**config.mk**
```make
export PLATFORM = sky130hd
export DESIGN_NAME = mm_stream_loader
export DESIGN_NICKNAME = d
export VERILOG_FILES = /design/src/rtl/mm_stream_loader.sv
export SDC_FILE = /design/constraint.sdc
export NUM_CORES = 2
export LEC_CHECK = 0
export CAP_MARGIN = 20
export CORE_AREA = 2 2 367 369
export CTS_CLUSTER_DIAMETER = 40
export CTS_CLUSTER_SIZE = 10
export DETAILED_ROUTE_END_ITERATION = 8
export DIE_AREA = 0 0 369 371
export DONT_BUFFER_PORTS = 1
export SLEW_MARGIN = 10
export SYNTH_ARGS = -nofsm -noshare
export SYNTH_HDL_FRONTEND = slang
export SYNTH_SLANG_ARGS = --single-unit
```
**constraint.sdc**
```tcl
create_clock -name i_clk -period 32.6 [get_ports i_clk]
set_input_delay 6.52 -clock i_clk [delete_from_list [all_inputs] [get_ports i_clk]]
set_output_delay 6.52 -clock i_clk [all_outputs]
set_load 0.005 [all_outputs]
```
**src/rtl/mm_stream_loader.sv**
```systemverilog
// mm_stream_loader: streams A/B words into flat operand buses, runs the control stage, streams C back out
module mm_stream_loader #(
  parameter int W = 32,
  parameter int N = 3,
  parameter int TIMEOUT = 64
) (
  input  logic             i_clk,
  input  logic             i_rst,
  input  logic             i_mode,
  input  logic [W-1:0]     s_data,
  input  logic             s_valid,
  output logic             s_ready,
  output logic [W*N*N-1:0] o_A,
  output logic [W*N*N-1:0] o_B,
  output logic             o_en,
  output logic             o_mode,
  input  logic [W*N*N-1:0] i_C,
  input  logic             i_done,
  output logic [W-1:0]     m_data,
  output logic             m_valid,
  input  logic             m_ready,
  output logic             m_last,
  output logic             o_busy,
  output logic             o_err
);
  localparam int NN = N*N;
  localparam int CW = $clog2(2*NN);
  localparam int TW = $clog2(TIMEOUT+1);
  typedef enum logic [1:0] {LOAD, RUN, UNLOAD} state_t;
  state_t state, state_n;
  logic [CW-1:0] cnt, slot;
  logic [TW-1:0] tcnt;
  logic [W*NN-1:0] c_buf;
  logic s_hs, m_hs, load_end, cap, tmo;
  always_comb begin
    s_ready = state == LOAD;
    m_valid = state == UNLOAD;
    m_last = m_valid && cnt == CW'(NN-1);
    m_data = c_buf[cnt*W +: W];
    o_busy = state != LOAD;
    s_hs = s_ready && s_valid;
    m_hs = m_valid && m_ready;
    load_end = s_hs && cnt == CW'(2*NN-1);
    cap = state == RUN && i_done;
    tmo = state == RUN && !i_done && tcnt == TW'(TIMEOUT-1);
    slot = cnt < CW'(NN) ? cnt : cnt - CW'(NN);
    state_n = load_end ? RUN : cap ? UNLOAD : (tmo || (m_hs && m_last)) ? LOAD : state;
  end
  always_ff @(posedge i_clk or posedge i_rst)
    if (i_rst) state <= LOAD;
    else state <= state_n;
  // cnt indexes the load slot in LOAD and the result word in UNLOAD
  always_ff @(posedge i_clk or posedge i_rst) begin
    if (i_rst) begin
      cnt <= '0;
      tcnt <= '0;
      o_A <= '0;
      o_B <= '0;
      c_buf <= '0;
      o_en <= 1'b0;
      o_mode <= 1'b0;
      o_err <= 1'b0;
    end else begin
      o_en <= state_n == RUN;
      tcnt <= state == RUN ? tcnt + 1'b1 : '0;
      if (s_hs) begin
        if (cnt < CW'(NN)) o_A[slot*W +: W] <= s_data;
        else o_B[slot*W +: W] <= s_data;
        if (cnt == '0) begin
          o_mode <= i_mode;
          o_err <= 1'b0;
        end
      end
      if (cap) c_buf <= i_C;
      if (tmo) o_err <= 1'b1;
      cnt <= (load_end || (m_hs && m_last)) ? '0 : (s_hs || m_hs) ? cnt + 1'b1 : cnt;
    end
  end
endmodule

```
==> results.yml <==
floorplan:
  die_x_um: 369
  dieArea_um2: 137000
  io_pins: 941
  rows: 134
  start_util_pct: 27.4
  die_h_um: 371
  coreArea_um2: 133000
place:
  hpwl_um: 80600
  port_buffers: 0
  pre_cts_ws_ps: 21930
  place_area_um2: 38300
  gp_routability_congestion: 0.781
clock_tree:
  cts_tree: "done"
  clk_latency_ps: 740
  path_clk_slew_ps: 50
  root_buffer: "clkbuf_16"
  cts_buffers: 130
  post_cts_buffers: 0
  cts_sinks: 881
  htree_levels: 4
  clockBufferDepth: 3
  holdBufCountCts: 0
  cts_resized: 0
routing:
  via_count: 20200
  drc_errors: 0
  drt_pass1_iterations: 4
  routed_wl_um: 114000
  post_drt_via_cell_ratio: 4.81
  avgRoutedWirePerCell_um: 27.1
  antenna_left: 0
  initialDrtViolationCount: 1391
run_status:
  outcome: "finished clean"
yosys:
  yosysWarningCount: 0
  avgSynthCellArea_um2: 15.8
  synthTopCellsByArea: "dfrtp_1 (61%), mux2_2 (24%), mux4_2 (4.0%), mux2_4 (3.7%), and2_1 (1.2%)"
  ys_seq_elements: 881
  yosysSeqAreaShare_pct: 60.6
  synth_flop_cell: "dfrtp_1"
  synth_top_area_cell: "dfrtp_1"
  ys_async_sr_fraction_pct: 100
  syn_inst: 2311
  synth_top_cell_area_share_pct: 60.6
  synth_cell_types: 57
  synth_edf_count: 0
  synth_nets: 2643
  synthesis.area_um2: 36400
sta:
  fmax_ghz: 0.0964
  worst_slew_pin_slew_ps: 1060
  setup-tns-final_ps: 0
  setup_viol: 0
  finalCritPeriodShare_pct: 31.8
  maxSlewHeadroom_pct: 29.1
  timing.final.ws_setup_ps: 22220
  min_period_ps: 10380
  final_max_slew_viol_count: 0
  skew_ps: 31.4
  rsz0062_at_grt: "no"
  report.final.hold_viol_count: 0
  holdWs_ps: 461
setup_path:
  crit_start: "cnt[0]"
  cpMostUsedCell: "nor2_1"
  crit_fanout: 46
  path_cells: "buf_4 > mux4_2 > mux2i_1 > nor2_1 > a21oi_1 > nor2_1"
  r2r-start: "cnt[0]"
  crit_path_max_incr_delay_ps: 960
  path_buf_inv: 1
  end_kind: "primary output"
  critPathTopFamily: "flip-flops"
  cp.required_ps: 26080
  slowest_stage: "dfrtp_4"
  path_class: "flop to primary output"
  worstPathArrival_ps: 3860
  cp-start-kind: "flop"
global_routing:
  grt_usage_pct: 16.2
  antenna_found_initial: 49
  grt-ovfl-total: 0
  grt_pass1_wl_um: 160000
  grt_pass1_vias: 21500
  grt_max_degree: 172
min_path:
  hp-start: "tcnt[0]"
  worstHoldPathType: "flop to flop"
cells_and_area:
  drive_above_1_share_pct: 49.7
  postLayoutCoreUtil_pct: 32.1
  post-route-cell-area_um2: 42700
  syn2layout_area_growth_pct: 17.2
  nFillCells: 13000
  fin_nets: 2648
  layout_common_cells: "dfrtp_1 (876), mux2_2 (765), clkbuf_16 (132)"
  layout_commonest_cell: "dfrtp_1"
power_and_ir_drop:
  ir_drop_mv: 0.0575
  p_leak_nw: 19.9
  p_per_area_nw_per_um2: 106
flow_run:
  drv_cap: 0
path summary, 6_finish.rpt:
kind | cells after the start | endpoint | slack (ps)
setup / recovery | 6 | m_data[20] | 22220
hold / removal | 1 | tcnt[0] | 460
setup reg to reg | 9 | o_B[110] | 27450
hold reg to reg | 1 | tcnt[0] | 460
max in group asynchronous | 5 | o_B[105] | 22910
min in group asynchronous | 1 | c_buf[263] | 5750
routing by layer:
metal / track usage [%] / vias to the layer above / wire length, µm
met5: 0 / - / 314
met1: 17.8 / 10700 / 41700
met4: 7.25 / 48 / 4320
li1: - / 8301 / -
met2: 26.4 / 895 / 54800
met3: 7.92 / 245 / 12400
metrics by stage:
stage / std cells / power, mW
final: 4193 / 4.54
after global routing: 4182 / 4.79
after CTS: 4171 / 4.60
after detailed placement: 3952 / 3.22
after global placement: 3952 / 3.18
after floorplan: 2311 / 2.75
cell usage after synthesis, types with 8 or more instances:
master / instances
buf_1: 14
buf_2: 29
mux2_2: 765
mux2_4: 90
dfrtp_1: 881
a21oi_1: 34
buf_6: 11
mux4_2: 64
mux2i_1: 32
nand2_1: 12
nor2b_1: 8
nand3_1: 10
mux2_1: 11
nor2_1: 83
clkbuf_1: 111
and2_1: 68
kinds of logic (layout without fill, tap and decap cells):
group,count (synthesis),after routing,share of synthesized area (%)
AO/OA/AOI/OAI,64,64,1.09
XOR/XNOR,9,9,0.217
adder cells (fa/ha/maj),6,6,0.206
buffers and inverters,171,263,2.10
flip-flops,881,881,60.6
multiplexers,962,962,32.6
other,0,22,0
AND/OR/NAND/NOR,218,218,3.28
state kept, by name (all words and copies together), names as in the netlist:
signal and count:
o_err 1, o_B 288, state 2, o_A 288, o_mode 1, o_en 1, tcnt 7, cnt 5
c_buf 288
final cells by class:
cell class / instances / area (µm²) / share of cell area, %
Sequential cell: 881 / 22100 / 51.7
Multi-Input combinational cell: 1259 / 13700 / 32.1
Timing Repair Buffer: 39 / 330 / 0.774
Inverter: 5 / 26.3 / 0.0616
Clock buffer: 164 / 3550 / 8.33
Tap cell: 1768 / 2210 / 5.18
Clock inverter: 55 / 724 / 1.70
Antenna cell: 22 / 55.1 / 0.129
worst register-to-register path, stage by stage, from the launching register on:
cell     delay [ps]
dfrtp_4         960
buf_4           800
nor4b_4         100
buf_4           340
a21oi_2         270
xnor2_1          80
o31a_1          480
nor4_4          990
buf_4           580
mux2_2          440
where the power goes:
part | total [mW] | internal [mW] | switching, mW
Combinational | 1.19 | 0.641 | 0.549
Sequential | 1.99 | 1.56 | 0.430
Clock | 1.37 | 0.842 | 0.523
Note: power is estimated with default switching activity, not from simulation.
